`src/rtl/uart_pkg.sv`:
```
// Shared UART definitions: transmit FSM state codes, parity selectors and the
// default frame data width used by both the transmitter and the RX deserializer.
package uart_pkg;

    localparam int DATA_W_DEF = 8;

    // Transmit FSM state codes
    localparam logic [2:0] ST_IDLE   = 3'd0;
    localparam logic [2:0] ST_START  = 3'd1;
    localparam logic [2:0] ST_DATA   = 3'd2;
    localparam logic [2:0] ST_PARITY = 3'd3;
    localparam logic [2:0] ST_STOP   = 3'd4;

    // Parity type selectors
    localparam logic PAR_EVEN = 1'b0;
    localparam logic PAR_ODD  = 1'b1;

endpackage

```
`src/rtl/uart_tx_serializer.sv`:
```
// Data shift register plus bit counter for the UART transmitter. The FSM loads
// a byte, then shifts once per completed data bit. next_bit is the LSB the
// register will hold after this edge, which lets the parent register TX_OUT
// without an extra cycle of latency. done flags the last data bit.
module uart_tx_serializer
    import uart_pkg::*;
#(
    parameter int DATA_W = DATA_W_DEF
) (
    input  logic              clk,
    input  logic              rst,
    input  logic              load,
    input  logic              shift,
    input  logic [DATA_W-1:0] data_in,
    output logic              next_bit,
    output logic              done
);

    localparam int CNT_W = (DATA_W > 1) ? $clog2(DATA_W) : 1;

    logic [DATA_W-1:0] shreg_reg;
    logic [DATA_W-1:0] shreg_next;
    logic [DATA_W-1:0] shifted;
    logic [CNT_W-1:0]  bit_cnt_reg;
    logic [CNT_W-1:0]  bit_cnt_next;

    // Right-shift network: each bit takes its upper neighbour, MSB fills with 0
    genvar gi;
    generate
        for (gi = 0; gi < DATA_W; gi++) begin : g_shift
            if (gi == DATA_W - 1) begin : g_msb
                assign shifted[gi] = 1'b0;
            end else begin : g_mid
                assign shifted[gi] = shreg_reg[gi+1];
            end
        end
    endgenerate

    // Next-state for shift register and bit counter; load takes priority
    always_comb begin
        shreg_next   = shreg_reg;
        bit_cnt_next = bit_cnt_reg;
        if (load) begin
            shreg_next   = data_in;
            bit_cnt_next = '0;
        end else if (shift) begin
            shreg_next   = shifted;
            bit_cnt_next = bit_cnt_reg + 1'b1;
        end
    end

    // State registers
    always_ff @(posedge clk) begin
        if (rst) begin
            shreg_reg   <= '0;
            bit_cnt_reg <= '0;
        end else begin
            shreg_reg   <= shreg_next;
            bit_cnt_reg <= bit_cnt_next;
        end
    end

    assign next_bit = shreg_next[0];
    assign done     = (bit_cnt_reg == CNT_W'(DATA_W - 1));

endmodule

```
`src/rtl/uart_tx_ctrl.sv`:
```
// UART transmitter: accepts a byte on DATA_VALID while idle and sends
// start, DATA_W data bits LSB first, optional parity and stop, each held for
// an effective prescale (minimum 2) clock cycles. TX_OUT and busy are
// registered from the next-state values so they change on the accept edge.
module uart_tx_ctrl
    import uart_pkg::*;
#(
    parameter int DATA_W = DATA_W_DEF,
    parameter int PRE_W  = 6
) (
    input  logic              clk,
    input  logic              rst,
    input  logic [DATA_W-1:0] P_DATA,
    input  logic              DATA_VALID,
    input  logic              PAR_EN,
    input  logic              PAR_TYP,
    input  logic [PRE_W-1:0]  prescale,
    output logic              TX_OUT,
    output logic              busy
);

    logic [2:0]       state_reg,    state_next;
    logic [PRE_W-1:0] edge_cnt_reg, edge_cnt_next;
    logic [PRE_W-1:0] pre_reg,      pre_next;
    logic             par_en_reg,   par_en_next;
    logic             par_reg,      par_next;
    logic             tx_out_reg,   tx_out_next;
    logic             busy_reg,     busy_next;

    logic [PRE_W-1:0] last_edge;
    logic             bit_end;
    logic             ser_load;
    logic             ser_shift;
    logic             ser_next_bit;
    logic             ser_done;

    assign last_edge = pre_reg - 1'b1;
    assign bit_end   = (edge_cnt_reg == last_edge);

    uart_tx_serializer #(
        .DATA_W (DATA_W)
    ) u_serializer (
        .clk      (clk),
        .rst      (rst),
        .load     (ser_load),
        .shift    (ser_shift),
        .data_in  (P_DATA),
        .next_bit (ser_next_bit),
        .done     (ser_done)
    );

    // FSM transitions, frame-setting latches and bit-period counter
    always_comb begin
        state_next    = state_reg;
        pre_next      = pre_reg;
        par_en_next   = par_en_reg;
        par_next      = par_reg;
        ser_load      = 1'b0;
        ser_shift     = 1'b0;
        edge_cnt_next = (state_reg == ST_IDLE || bit_end) ? '0 : edge_cnt_reg + 1'b1;
        case (state_reg)
            ST_IDLE: begin
                if (DATA_VALID) begin
                    state_next  = ST_START;
                    ser_load    = 1'b1;
                    pre_next    = (prescale < PRE_W'(2)) ? PRE_W'(2) : prescale;
                    par_en_next = PAR_EN;
                    par_next    = ^P_DATA ^ PAR_TYP;
                end
            end
            ST_START: begin
                if (bit_end) state_next = ST_DATA;
            end
            ST_DATA: begin
                if (bit_end) begin
                    if (ser_done) state_next = par_en_reg ? ST_PARITY : ST_STOP;
                    else          ser_shift  = 1'b1;
                end
            end
            ST_PARITY: begin
                if (bit_end) state_next = ST_STOP;
            end
            ST_STOP: begin
                if (bit_end) state_next = ST_IDLE;
            end
            default: state_next = ST_IDLE;
        endcase
    end

    // Output mux evaluated on the next state so the registered line has no lag
    always_comb begin
        busy_next = (state_next != ST_IDLE);
        case (state_next)
            ST_START:  tx_out_next = 1'b0;
            ST_DATA:   tx_out_next = ser_next_bit;
            ST_PARITY: tx_out_next = par_reg;
            default:   tx_out_next = 1'b1;
        endcase
    end

    // State and output registers
    always_ff @(posedge clk) begin
        if (rst) begin
            state_reg    <= ST_IDLE;
            edge_cnt_reg <= '0;
            pre_reg      <= '0;
            par_en_reg   <= 1'b0;
            par_reg      <= 1'b0;
            tx_out_reg   <= 1'b1;
            busy_reg     <= 1'b0;
        end else begin
            state_reg    <= state_next;
            edge_cnt_reg <= edge_cnt_next;
            pre_reg      <= pre_next;
            par_en_reg   <= par_en_next;
            par_reg      <= par_next;
            tx_out_reg   <= tx_out_next;
            busy_reg     <= busy_next;
        end
    end

    assign TX_OUT = tx_out_reg;
    assign busy   = busy_reg;

endmodule

```
`config.mk`:
```
export PLATFORM = sky130hd
export DESIGN_NAME = uart_tx_ctrl
export DESIGN_NICKNAME = d
export VERILOG_FILES = /design/src/rtl/uart_pkg.sv /design/src/rtl/uart_tx_serializer.sv /design/src/rtl/uart_tx_ctrl.sv
export SDC_FILE = /design/constraint.sdc
export NUM_CORES = 1
export LEC_CHECK = 0
export ABC_AREA = 1
export ABC_CLOCK_PERIOD_IN_PS = 1910
export CAP_MARGIN = 10
export CORE_AREA = 2 2 61 63
export CTS_CLUSTER_SIZE = 10
export DETAILED_ROUTE_END_ITERATION = 8
export DIE_AREA = 0 0 63 65
export GPL_TIMING_DRIVEN = 1
export PLACE_DENSITY = 0.81
export SKIP_LAST_GASP = 1
export SLEW_MARGIN = 20
export SYNTH_ARGS = -nofsm -noshare
export SYNTH_HDL_FRONTEND = slang
export SYNTH_SLANG_ARGS = --single-unit
export TNS_END_PERCENT = 1
```
`constraint.sdc`:
```
create_clock -name clk -period 1.91 [get_ports clk]
set_input_delay 0.191 -clock clk [delete_from_list [all_inputs] [get_ports clk]]
set_output_delay 0.191 -clock clk [all_outputs]
set_load 0.02 [all_outputs]
```
Yosys cells after proc, flatten, opt, wreduce, memory -nomap -nowiden:

Cells that the tools add are included.

* bits in registers: 30
* output and inout bits: 2
* bits of input ports: 19
* logic and storage cells: 49

* muxes and demuxes: 17
* equal/unequal tests: 9
* magnitude comparators: 1
* $add $sub $neg: 3
* bitwise operators: 1
* reductions and logical operators: 8

Operators with widths (count)
* $mux 3: 7
* $mux 8: 2
* $pmux 3 s5: 1
* $eq 3x2->1 const B: 4
* $reduce_xor 8->1: 1
* $add 6x1->6 const B: 1
* $eq 3x1->1 const B: 2
* $eq 3x3->1 const B: 2
* $eq 6x6->1: 1
* $lt 6x2->1 const B: 1
* $mux 6: 1
* $sub 6x1->6 const B: 1
* $mux 1: 5
* $reduce_or 2->1: 2
* $add 3x1->3 const B: 1
* $logic_not 3->1: 1
* $pmux 1 s3: 1
* $reduce_bool 3->1: 1
* $reduce_and 2->1: 1
* $reduce_bool 2->1: 1
* $logic_or 1x1->1: 1
* $xor 1x1->1: 1

Logic depth before layout (Yosys ltp):

Gate-level depths: netlist (run 1).

* depth after elaboration: 7
* mapped depth: 15
* gate-level depth less buffers: 15

By module:

From an unflattened synthesis (run 1), not the netlist that was laid out.

* cells, all modules: 254
* area total of the unflattened synthesis: 1722.9 sq um

Modules (own cells, without submodules)
* uart_tx_ctrl: seq. area each 380.4 sq um, cells each 178, instances 1, area an instance 1188.6 sq um
* uart_tx_serializer: seq. area each 220.2 sq um, cells each 76, instances 1, area an instance 534.3 sq um

Worst setup path before layout (run 1):

No wires, ideal clock.

* path type: reg2reg
* start point: register pre_reg[0]
* end point: register tx_out_reg, in the netlist TX_OUT
* required time: 1.791 ns
* cell stages (with the launch flop): 16
* path buffers: 0
* clock period less this slack: 1.698 ns
* setup time: 0.119 ns
* arrival: 1.579 ns
* slack: 0.212 ns
* cells stage by stage: dfxtp_1 -> inv_2 -> ha_1 -> inv_1 -> nand2_1 -> nand2_1 -> nor2_1 -> nand2_1 -> nor2_2 -> nand3_2 -> nand2_1 -> nand3_1 -> nand2_2 -> nand2_2 -> nand2_1 -> nand3_1

* cells in the longest elaborated chain, start to end: 7
* elaborated cells between the ends (all ways): 15
* those cells by class: 1 x add/sub; 4 x eq/ne; 10 x mux

RTL lines
* from (decl): line uart_tx_ctrl.sv:24 `logic [PRE_W-1:0] pre_reg, pre_next;`
* from (signal assigned): line uart_tx_ctrl.sv:114 `pre_reg <= pre_next;`
* $sub 6x1->6 (*): line uart_tx_ctrl.sv:37 `assign last_edge = pre_reg - 1'b1;`
* $eq 6x6->1 (*): line uart_tx_ctrl.sv:38 `assign bit_end = (edge_cnt_reg == last_edge);`
* parallel branches: the longest is 4 deep, another holds $pmux 3 s5
* $pmux 1 s3 (*): line uart_tx_ctrl.sv:93 `case (state_next)`
* to (signal assigned): line uart_tx_ctrl.sv:117 `tx_out_reg <= tx_out_next;`
* to (decl): line uart_tx_ctrl.sv:27 `logic tx_out_reg, tx_out_next;`

Every way passes the cells marked *. The select of a mux whose other input is x is not followed.
A chain may end at the register's enable or synchronous reset.

Worst setup path after layout (run 1):

* start point: register pre_reg[0]
* end point: register busy_reg, in the netlist busy

* cells in the longest elaborated chain, start to end: 5
* elaborated cells between the ends (all ways): 8
* those cells by class: 1 x add/sub; 1 x eq/ne; 5 x mux; 1 x reduce/logical

RTL lines
* $sub 6x1->6 (*): line uart_tx_ctrl.sv:37
* $eq 6x6->1 (*): line uart_tx_ctrl.sv:38
* $mux 3, on equally long branches
* $pmux 3 s5 (*): line uart_tx_ctrl.sv:61 `case (state_reg)`
* $reduce_bool 3->1 (*): line uart_tx_ctrl.sv:92 `busy_next = (state_next != ST_IDLE);`
* to (signal assigned): line uart_tx_ctrl.sv:118 `busy_reg <= busy_next;`
* to (decl): line uart_tx_ctrl.sv:28 `logic busy_reg, busy_next;`

Mark *: on every way between the ends. The rest lies on a longest branch, timed or not.

==> results of run 1 <==
-- placed cells by master (no fill, tap or decap), types with 7 or more instances in the layout --
cell,Yosys,layout
dfxtp_1,30,28
nor2_1,22,21
a31oi_1,7,7
buf_4,0,7
a21oi_1,12,12
nand2_1,71,66
clkdlybuf4s50_1,0,20
o21ai_0,8,8
nand2_2,4,9
nand3_1,13,10
inv_1,26,24
-- worst min-delay path: cells and delay by family --
family / cells / cell delay (ns)
AO/OA/AOI/OAI: 1 / 0.07
buffers and inverters: 2 / 0.46
-- what timing repair did --
| item | in CTS | in global routing |
|---|---|---|
| setup buffers | 0 | 5 |
| endpoints found under the setup margin | 0 | 17 |
| gates resized for setup | 0 | 17 |
-- routing by layer --
metal / wire length [um] / up-vias
li1: - / 836
met1: 1560 / 692
met2: 1610 / 35
met3: 185 / 7
met4: 55 / 0
met5: 0 / -
-- worst min path at each step --
stage                                          from                         to  slack (ns)  depth (start not counted)
after CTS                               prescale[1]                 pre_reg[1]        0.43                          3
after floorplan                           P_DATA[7]  u_serializer.shreg_reg[7]        0.34                          2
after global routing                    prescale[1]                 pre_reg[1]        0.46                          3
after detailed placement  u_serializer.shreg_reg[7]  u_serializer.shreg_reg[7]        0.45                          2
after global placement              edge_cnt_reg[0]            edge_cnt_reg[0]        0.45                          1
final                                   prescale[1]                 pre_reg[1]        0.43                          3
-- logic make-up after synthesis --
group,count (synthesis),share of synthesized area
DFF,30,0.361
AOI/OAI and AO/OA,28,0.0911
buffers and inverters,36,0.0836
adders and majority gates,4,0.0301
xor gates and xnor gates,11,0.0625
and+or+nand+nor,133,0.371
-- area by class of cell --
class                           instances  share of cell area
Clock buffer                            7              0.0216
Clock inverter                          1              0.0144
Inverter                               32              0.0594
Multi-Input combinational cell        176               0.466
Sequential cell                        30               0.289
Tap cell                               48              0.0288
Timing Repair Buffer                   27               0.121
-- stage by stage --
| stage | instances | worst slack, ns | total power [W] | setup TNS [ns] | hold WS (ns) |
|---|---|---|---|---|---|
| 2_1_floorplan | 242 | 0.212 | 0.000912 | 0 | 0.339 |
| 3_3_place_gp | 308 | 0.118 | 0.00100 | 0 | 0.448 |
| 3_5_place_dp | 308 | 0.0381 | 0.00101 | 0 | 0.452 |
| 4_1_cts | 316 | 0.0165 | 0.00149 | 0 | 0.433 |
| 5_1_grt | 321 | -0.0934 | 0.00161 | -0.730 | 0.457 |
| 6_report | 321 | 0.0354 | 0.00151 | 0 | 0.434 |
-- power by group through the flow --
stage | Sequential [W] | Clock (W) | Combinational (W)
after detailed placement | 0.000700 | 0 | 0.000307
after CTS | 0.000686 | 0.000498 | 0.000309
final | 0.000687 | 0.000484 | 0.000344
after global placement | 0.000699 | 0 | 0.000302
after floorplan | 0.000699 | 0 | 0.000213
after global routing | 0.000693 | 0.000528 | 0.000387
==> summary.md, run 1 <==
| Metric | Value |
|---|---|
| Status | `finished clean` |
| Post-synthesis area per instance | `approximately 6.9 um^2` |
| DIE AREA | `~4100 um^2` |
| Sw Ratio | `0.280` |
| Post-Route Utilization | `0.597` |
| Critical-path cell list | `inv_4, ha_4, inv_2, nand2_1, nand2_1, nor2_2, buf_4, nand3_4, nor2_4, nand4_1, nand4_1, o211ai_1` |
| Max stage delay on crit path | `between 0.3 and 0.4 ns` |
| First-pass GRT wire length | `between 5000 and 6000 um` |
| CP delay by family, top | `simple AND/OR/NAND/NOR gates` |
| Dpl cell area | `about 1900 um^2` |
| Starting density of the core | `0.475` |
| Syn Std Cell Area | `about 1700 um^2` |
| Gate power share | `0.227` |
| Kind of critical path | `reg2reg` |
| Setup crit start | `pre_reg[0]` |
| CTS tree | `built` |
| Clk pin slew, worst setup/hold paths | `~0.090 ns` |
| Async set or reset register ratio after synthesis | `0` |
| Die height | `between 60 and 70 um` |
| GP Congestion | `just over 0.8` |
| H-tree Lvls | `2` |
| Fin. max-slew vios | `0` |
| Diodes inserted | `0` |
| Sequential cell area | `slightly above 600 um^2` |
| Fillers | `between 300 and 400` |
| # DRC | `0` |
| Initial antenna violation count | `0` |
| Clock power share | `0.319` |
| Top Usage Layer GRT | `met2` |
| Setup slack, reg-to-reg | `about 0.035 ns` |
| Met3 Resource Use GR | `0.0382` |
| Int Pwr | `0.00109 W` |
| Yosys top cell by area | `dfxtp_1` |
| Crit. End Element | `register` |
| Core Rows | `22` |
| Worst-path maximum fanout | `4` |
| M2 GR Usage | `0.293` |
| Synth Warn # | `0` |
| Seq/Total Area, Yosys | `0.361` |
| WL final | `about 3400 um` |
| Main area contributors after synthesis | `dfxtp_1 (36%), nand2_1 (16%), inv_1 (5.9%), nor2_1 (5.0%), nand3_1 (3.9%)` |
| Static leakage | `slightly below 0.9 nW` |
| Final setup vio count | `0` |
| Post-synth top cells | `nand2_1 (71), dfxtp_1 (30), inv_1 (26), nor2_1 (22), nand3_1 (13)` |
| Fin crit share | `0.981` |
| Seq pwr share | `0.454` |
| Maxcap violations | `0` |
| Cts hold-fix bufs | `0` |
| GRT overflow | `0` |
| Max Root-Sink Buffers | `2` |
| Post-Syn Instances | `~240` |
| Worst-Margin Slew | `between 0.4 and 0.5 ns` |
| Number of global-route vias before repair | `1416` |
| RSZ-0062 raised after global routing | `true` |
| Post-synth EDFFs | `0` |
| Total global-route track usage | `0.178` |
| Post-synth top area share | `0.361` |
| R2R depth | `12` |
| # clock sinks | `30` |
| Most common cell in the synthesized netlist | `nand2_1` |
| CP Buf/Inv Count | `3` |
| ANT nets after route | `0` |
| Nature of the critical path startpoint | `register` |
| Worst min-delay path category | `in2reg` |
| Capture point of the critical path | `busy` |
| PwrDens | `~730 nW/um^2` |
| First DRT Iteration DRCs | `47` |
| R2r endpoint | `busy` |
| Critical path depth | `12` |
| Boundary pin count | `21` |
| Share of cells above drive strength 1 | `0.183` |
| Layout area overhead | `25.6%` |
| Max_slew headroom | `0.730` |
| IO Port Bufs | `20` |
| GR Layer Usage met1 | `0.232` |
| DR pass1 iterations | `4` |
| NetSw | `0.000424 W` |
| Max FFs per register | `8` |
| Worst Skew | `between 0.006 and 0.007 ns` |
| Final Hold Vio Count | `0` |
| Synth Register Bits | `30` |
| Top_reg_cell synth | `dfxtp_1` |
| Largest net degree at the start of global routing | `15` |
| Root Driver | `clkbuf_4` |
| Wire length per cell | `around 11 um` |
| Post-synth net total | `~270` |
| WP data required | `around 2.1 ns` |
| Peak supply drop | `0.407 mV` |
| Inserted Clock Buffers | `5` |
| Worst r2r src | `pre_reg[0]` |
| Multi-input gate area | `~970 um^2` |
| DR vias | `approximately 1600` |
| Post-synth cell types | `29` |
| Slowest-stage cell, CP | `dfxtp_2` |
| Clk_lat worst skew | `roughly 0.32 ns` |
| DP Wirelength | `~2500 um` |
| Fin crit period | `about 1.9 ns` |
| Fmax | `between 500 and 600 MHz` |
| Post-route cell area | `between 2000 and 2500 um^2` |
| Crit path DAT | `2.07 ns` |
| Placeable Area | `approximately 3500 um^2` |
| Nets | `295` |
| Width of the die | `roughly 63 um` |
| Vias per inst | `a little under 5` |
(Power assumes the default switching activity.)
==> inputs of run 2 (changes only) <==
--- a/config.mk
+++ b/config.mk
@@ -6,7 +6,7 @@
 export NUM_CORES = 1
 export LEC_CHECK = 0
 export ABC_AREA = 1
-export ABC_CLOCK_PERIOD_IN_PS = 1910
+export ABC_CLOCK_PERIOD_IN_PS = 2300
 export CAP_MARGIN = 10
 export CORE_AREA = 2 2 61 63
 export CTS_CLUSTER_SIZE = 10
@@ -14,6 +14,7 @@
 export DIE_AREA = 0 0 63 65
 export GPL_TIMING_DRIVEN = 1
 export PLACE_DENSITY = 0.81
+export SETUP_SLACK_MARGIN = 0.2
 export SKIP_LAST_GASP = 1
 export SLEW_MARGIN = 20
 export SYNTH_ARGS = -nofsm -noshare
==> constraint.sdc (replaced) <==
create_clock -name clk -period 2.3 [get_ports clk]
set_input_delay 0.23 -clock clk [delete_from_list [all_inputs] [get_ports clk]]
set_output_delay 0.23 -clock clk [all_outputs]
set_load 0.02 [all_outputs]
==> run 2 against run 1 <==
Worst setup slack better by 0.39 ns; global-route usage is 1.1 points higher; largest cell class unchanged; design area shrank 5.5%; sequential share of layout area grew 1.5 points; hold slack improved by 0.030 ns; critical path depth is 1 higher; critical endpoint is now TX_OUT; core utilization is 3.3 points lower; clock power decreased by 37%.
==> summary.md, run 2 (synthesis results as in run 1) <==
| Metric | Value |
|---|---|
| Status | `finished clean (unchanged)` |
| CP Buf/Inv Count | `2 (was 3)` |
| Critical-path cell list | `inv_1, ha_1, inv_1, nand2_1, nand2_1, nor2_2, nand2_1, nor2_2, nand3_2, nand2_1, nand4_1, nand2_1, nand3_1 (was inv_4, ha_4, inv_2, nand2_1, nand2_1, nor2_2, buf_4, nand3_4, nor2_4, nand4_1, nand4_1, o211ai_1)` |
| CP most frequent cell | `nand2_1` |
| Slowest-stage cell, CP | `dfxtp_1 (was dfxtp_2)` |
| DR pass1 iterations | `5 (was 4)` |
| Max_slew headroom | `0.742 (was 0.730)` |
| Maxcap violations | `0 (unchanged)` |
| Commonest non-fill, non-tap cell in the layout | `nand2_1 (unchanged)` |
| Fin crit share | `0.814 (was 0.981)` |
| CTS tree | `built (unchanged)` |
| Die height | `65 um (unchanged)` |
| Fmax | `534 MHz (was 533 MHz)` |
| Clk pin slew, worst setup/hold paths | `0.09 ns (about the same)` |
| DR vias | `1572 (was 1570)` |
| Fin. max-slew vios | `0 (unchanged)` |
| Peak supply drop | `0.345 mV (was 0.407 mV)` |
| Diodes inserted | `0 (unchanged)` |
| Setup slack after layout | `0.427 ns (was 0.0354 ns)` |
| Vias per inst | `5.01 (was 4.89)` |
| Layout area overhead | `18.7% (was 25.6%)` |
| Cts hold-fix bufs | `0 (unchanged)` |
| Worst-path maximum fanout | `4 (unchanged)` |
| Initial antenna violation count | `0 (unchanged)` |
| First DRT Iteration DRCs | `89 (was 47)` |
| Nature of the critical path startpoint | `register (unchanged)` |
| Post-route cell area | `1970 um^2 (was 2090 um^2)` |
| Starting density of the core | `0.475 (unchanged)` |
| Dpl cell area | `1920 um^2 (unchanged)` |
| Placeable Area | `3500 um^2 (unchanged)` |
| Wire length per cell | `10.8 um (was 10.6 um)` |
| ANT nets after route | `0 (unchanged)` |
| Nets | `290 (was 295)` |
| DP Wirelength | `2600 um (was 2510 um)` |
| Final Hold Vio Count | `0 (unchanged)` |
| Max Root-Sink Buffers | `2 (unchanged)` |
| Fin crit period | `1.87 ns (about the same)` |
| # DRC | `0 (unchanged)` |
| Worst-Margin Slew | `0.385 ns (was 0.402 ns)` |
| Boundary pin count | `21 (unchanged)` |
| H-tree Lvls | `2 (unchanged)` |
| Inserted Clock Buffers | `5 (unchanged)` |
| Dpl cells | `308 (unchanged)` |
| Worst min-delay path category | `reg2reg (was in2reg)` |
| Width of the die | `63 um (unchanged)` |
| Core Rows | `22 (unchanged)` |
| Clk_lat worst skew | `0.33 ns (was 0.32 ns)` |
| Static leakage | `0.841 nW (was 0.875 nW)` |
| IO Port Bufs | `20 (unchanged)` |
| WP data required | `2.52 ns (was 2.11 ns)` |
| Share of cells above drive strength 1 | `0.120 (was 0.183)` |
| Worst Skew | `0.00413 ns (was 0.00689 ns)` |
| PwrDens | `576 nW/um^2 (was 726 nW/um^2)` |
| Pre-CTS WS | `0.426 ns (was 0.0381 ns)` |
| Crit. End Element | `register (unchanged)` |
| Commonest non-fill, non-tap cells in the layout | `nand2_1 (71), dfxtp_1 (30), inv_1 (26), nor2_1 (21), clkdlybuf4s50_1 (20) (was nand2_1 (66), dfxtp_1 (28), inv_1 (24), nor2_1 (21), clkdlybuf4s50_1 (20))` |
| RSZ-0062 raised after global routing | `false (was true)` |
| CP delay by family, top | `simple AND/OR/NAND/NOR gates (unchanged)` |
| Root Driver | `clkbuf_4 (unchanged)` |
| Final Non-Filler Cells | `314 (was 321)` |
| DIE AREA | `4100 um^2 (unchanged)` |
| Final setup vio count | `0 (unchanged)` |
| Crit path DAT | `2.09 ns (was 2.07 ns)` |
| Max stage delay on crit path | `0.38 ns (was 0.36 ns)` |
| Max FFs per register | `8 (unchanged)` |
| WL final | `3380 um (was 3410 um)` |
| Largest net degree at the start of global routing | `16 (was 15)` |
| Number of global-route vias before repair | `1425 (was 1416)` |
| Total global-route track usage | `0.190 (was 0.178)` |
| # clock sinks | `30 (unchanged)` |
| GRT overflow | `0 (unchanged)` |
| GP Congestion | `0.832 (about the same)` |
| Kind of critical path | `reg2reg (unchanged)` |
| Fillers | `352 (was 315)` |
| Fin Setup TNS | `0 ns (unchanged)` |
| First-pass GRT wire length | `6020 um (was 5900 um)` |
-- run 2: cell count changes in the layout (fill, tap and decap cells not counted), sizes merged --
cell    before  now
buf          7    2
bufinv       1    0
clkbuf       7    6
-- run 2: path summary, 6_finish.rpt --
| path | to | start | slack [ns] | cells after the start |
|---|---|---|---|---|
| worst max register to register | TX_OUT | pre_reg[1] | 0.43 | 13 |
| worst min-delay path | u_serializer.shreg_reg[7] | u_serializer.shreg_reg[7] | 0.46 | 2 |
| worst max-delay path | TX_OUT | pre_reg[1] | 0.43 | 13 |
| worst min register to register | u_serializer.shreg_reg[7] | u_serializer.shreg_reg[7] | 0.46 | 2 |
-- run 2: layout make-up --
| type | count | area (um^2) | share of cell area |
|---|---|---|---|
| clock buffers | 6 | 51.3 | 0.0260 |
| inverters | 32 | 121 | 0.0615 |
| multi-input cells | 176 | 925 | 0.469 |
| flip-flops and latches | 30 | 601 | 0.304 |
| well taps | 48 | 60.1 | 0.0304 |
| repair buffers | 22 | 215 | 0.109 |
-- run 2: metrics by stage --
stage	power [W]	hold slack, ns	utilization
5_1_grt	0.00121	0.493	0.564
3_3_place_gp	0.000832	0.450	0.549
3_5_place_dp	0.000837	0.453	0.549
6_report	0.00114	0.464	0.564
4_1_cts	0.00115	0.467	0.564
2_1_floorplan	0.000757	0.378	-
-- run 2: layer usage --
| metal | wire length, um | global-route usage |
|---|---|---|
| met5 | 0 | 0 |
| met4 | 84 | 0.0944 |
| met3 | 205 | 0.0469 |
| met2 | 1510 | 0.314 |
| met1 | 1580 | 0.229 |
-- run 2: what timing repair did --
| action | 4_1_cts | 5_1_grt |
|---|---|---|
| gates resized for setup | 0 | 1 |
| buffers inserted | 0 | 0 |
| endpoints found under the setup margin | 0 | 1 |
-- run 2: report_power, final --
group | switching, W | internal [W] | total, W
clock network | 0.000170 | 0.000137 | 0.000307
registers | 0.0000212 | 0.000549 | 0.000570
logic | 0.000150 | 0.000110 | 0.000260
-- run 2: worst register-to-register path: cells and delay by family, from the launching register on --
family	cells	cell delay, ns
adders and majority gates	1	0.29
DFF	1	0.38
buffers and inverters	2	0.10
and+or+nand+nor	10	0.98
==> inputs of run 3 (changes only) <==
--- a/config.mk
+++ b/config.mk
@@ -6,14 +6,14 @@
 export NUM_CORES = 1
 export LEC_CHECK = 0
 export ABC_AREA = 1
-export ABC_CLOCK_PERIOD_IN_PS = 2300
+export ABC_CLOCK_PERIOD_IN_PS = 1650
 export CAP_MARGIN = 10
-export CORE_AREA = 2 2 61 63
+export CORE_AREA = 2 2 62 64
 export CTS_CLUSTER_SIZE = 10
 export DETAILED_ROUTE_END_ITERATION = 8
-export DIE_AREA = 0 0 63 65
+export DIE_AREA = 0 0 64 66
 export GPL_TIMING_DRIVEN = 1
-export PLACE_DENSITY = 0.81
+export PLACE_DENSITY = 0.82
 export SETUP_SLACK_MARGIN = 0.2
 export SKIP_LAST_GASP = 1
 export SLEW_MARGIN = 20
==> constraint.sdc (replaced) <==
create_clock -name clk -period 1.65 [get_ports clk]
set_input_delay 0.165 -clock clk [delete_from_list [all_inputs] [get_ports clk]]
set_output_delay 0.165 -clock clk [all_outputs]
set_load 0.02 [all_outputs]
==> run 3 against run 2 <==
Critical endpoint unchanged; register-to-register slack got worse by 0.49 ns; largest cell class unchanged; worst setup slack got worse by 0.49 ns; critical path depth increased by 2; the flow now finishes with violations (setup timing).
==> summary.md, run 3 (synthesis results as in run 1) <==
| Metric | Value |
|---|---|
| Status | `complete, but fails checks (was finished clean)` |
| Violated checks | `setup timing` |
| Number of global-route vias before repair | `1424 (was 1425)` |
| Sw Ratio | `0.298 (was 0.300)` |
| Worst min-delay path category | `in2reg (was reg2reg)` |
| Wire length per cell | `10.4 um (was 10.8 um)` |
| Max_slew headroom | `0.738 (was 0.742)` |
| DR pass1 iterations | `4 (was 5)` |
| WL final | `3300 um (was 3380 um)` |
| GRT overflow | `0 (unchanged)` |
| DIE AREA | `4220 um^2 (was 4100 um^2)` |
| Gate power share | `0.229 (about the same)` |
| Fin crit period | `1.71 ns (was 1.87 ns)` |
| ANT nets after route | `0 (unchanged)` |
| Int Pwr | `0.00114 W (was 0.000796 W)` |
| Kind of critical path | `reg2reg (unchanged)` |
| Worst-path maximum fanout | `4 (unchanged)` |
| Boundary pin count | `21 (unchanged)` |
| Crit path DAT | `1.95 ns (was 2.09 ns)` |
| Final Hold Vio Count | `0 (unchanged)` |
| Pre-CTS WS | `-0.116 ns (was 0.426 ns)` |
| Setup slack after layout | `-0.0631 ns (was 0.427 ns)` |
| DR vias | `1558 (was 1572)` |
| Initial antenna violation count | `0 (unchanged)` |
| Commonest non-fill, non-tap cell in the layout | `nand2_1 (unchanged)` |
| DP Wirelength | `2610 um (was 2600 um)` |
| Post-layout power | `0.00162 W (was 0.00114 W)` |
| Sequential cell area | `603 um^2 (was 601 um^2)` |
| Share of cells above drive strength 1 | `0.144 (was 0.120)` |
| First-pass GRT wire length | `5970 um (was 6020 um)` |
| Inserted Clock Buffers | `5 (unchanged)` |
| Starting density of the core | `0.468 (was 0.475)` |
| Max FFs per register | `8 (unchanged)` |
| Nets | `292 (was 290)` |
| Fin crit share | `1.04 (was 0.814)` |
| H-tree Lvls | `2 (unchanged)` |
| Clk pin slew, worst setup/hold paths | `0.10 ns (was 0.09 ns)` |
| Root Driver | `clkbuf_4 (unchanged)` |
| # clock sinks | `30 (unchanged)` |
| NetSw | `0.000482 W (was 0.000341 W)` |
| Fmax | `584 MHz (was 534 MHz)` |
| Maxcap violations | `0 (unchanged)` |
| Dpl cells | `310 (was 308)` |
| Fin Setup TNS | `-0.127 ns (was 0 ns)` |
| Post-CTS resize count | `0 (unchanged)` |
| R2R depth | `15 (was 13)` |
| Width of the die | `64 um (was 63 um)` |
| PwrDens | `804 nW/um^2 (was 576 nW/um^2)` |
| RSZ-0062 raised after global routing | `true (was false)` |
| WP data required | `1.88 ns (was 2.52 ns)` |
| Total global-route track usage | `0.184 (was 0.190)` |
| Final setup vio count | `8 (was 0)` |
| Seq pwr share | `0.491 (was 0.501)` |
| Worst Skew | `0.0175 ns (was 0.00413 ns)` |
| Fin. max-slew vios | `0 (unchanged)` |
| Core Rows | `22 (unchanged)` |
| CTS tree | `built (unchanged)` |
| Dpl cell area | `1950 um^2 (was 1920 um^2)` |
| Postcts setup bufs | `0 (unchanged)` |
| IO Port Bufs | `20 (unchanged)` |
| Largest net degree at the start of global routing | `15 (was 16)` |
| Vias per inst | `4.90 (was 5.01)` |
| Placeable Area | `3550 um^2 (was 3500 um^2)` |
| Layout area overhead | `21.1% (was 18.7%)` |
| Hold depth | `3 (was 2)` |
| Peak supply drop | `0.535 mV (was 0.345 mV)` |
| Multi-input gate area | `937 um^2 (was 925 um^2)` |
| Nature of the critical path startpoint | `register (unchanged)` |
| Fillers | `332 (was 352)` |
| # DRC | `0 (unchanged)` |
| Crit. End Element | `register (unchanged)` |
| Post-route cell area | `2010 um^2 (was 1970 um^2)` |
| Commonest non-fill, non-tap cells in the layout | `nand2_1 (71), dfxtp_1 (28), inv_1 (25), nor2_1 (21), clkdlybuf4s50_1 (20) (was nand2_1 (71), dfxtp_1 (30), inv_1 (26), nor2_1 (21), clkdlybuf4s50_1 (20))` |
| Diodes inserted | `0 (unchanged)` |
| Clk_lat worst skew | `0.34 ns (was 0.33 ns)` |
| Clock power share | `0.280 (was 0.270)` |
| Static leakage | `0.857 nW (was 0.841 nW)` |
| Final Non-Filler Cells | `318 (was 314)` |
| First DRT Iteration DRCs | `49 (was 89)` |
| Die height | `66 um (was 65 um)` |
| Max Root-Sink Buffers | `2 (unchanged)` |
| GP Congestion | `0.854 (was 0.832)` |
| Worst-Margin Slew | `0.390 ns (was 0.385 ns)` |
-- run 3: changes by cell type in the layout (fill, tap and decap cells not counted) --
cell      before  now
dfxtp_2        0    2
ha_4           0    1
ha_1           4    3
clkbuf_1       0    1
buf_4          2    4
clkinv_2       1    2
dfxtp_1       30   28
inv_1         26   25
inv_2          5    6
-- run 3: final timing paths --
path | slack, ns | start | to
setup / recovery | -0.06 | pre_reg[1] | TX_OUT
hold / removal | 0.41 | prescale[1] | pre_reg[1]
setup reg to reg | -0.06 | pre_reg[1] | TX_OUT
hold reg to reg | 0.47 | u_serializer.shreg_reg[7] | u_serializer.shreg_reg[7]
-- run 3: cell type report --
type                       count  share of cell area
multi-input combinational    176               0.466
sequential                    30               0.300
timing repair buffer          24               0.114
inverter                      32              0.0603
tap                           48              0.0299
clock buffer                   7              0.0274
clock inverter                 1             0.00249
-- run 3: per-stage QoR --
stage / util / hold WS (ns)
final: 0.567 / 0.414
after global routing: 0.567 / 0.436
after CTS: 0.567 / 0.399
after detailed placement: 0.550 / 0.459
after global placement: 0.550 / 0.448
after floorplan: - / 0.313
-- run 3: routing by layer --
metal	share of wire	up-vias	wire, um	track usage
met1	0.47	693	1560	0.217
met5	0	-	0	0
met4	0.020	0	65	0.0842
met2	0.47	23	1550	0.316
li1	-	836	-	-
met3	0.038	6	124	0.0409
-- run 3: timing repair --
action / in CTS / in global routing
hold buffers: 0 / 0
pin swaps: 1 / 0
endpoints found under the setup margin: 25 / 32
cloned: 0 / 0
-- run 3: critical path, stage by stage, from the launching register on --
cell     delay (ns)
dfxtp_2        0.34
inv_2          0.04
ha_4           0.25
inv_1          0.03
nand2_1        0.05
nand2_1        0.05
nor2_2         0.11
nand2_1        0.08
nor2_2         0.11
nand3_2        0.11
nand2_1        0.08
nand3_1        0.08
nand2_2        0.09
nand2_2        0.07
nand2_1        0.07
nand3_1        0.07
-- run 3: power groups by stage --
| stage | Sequential (W) | Combinational, W | Clock, W |
|---|---|---|---|
| CTS | 0.000794 | 0.000373 | 0.000472 |
| detailed placement | 0.000810 | 0.000371 | 0 |
| global placement | 0.000809 | 0.000363 | 0 |
| floorplan | 0.000811 | 0.000254 | 0 |
| finish | 0.000794 | 0.000370 | 0.000453 |
| global route | 0.000799 | 0.000422 | 0.000497 |
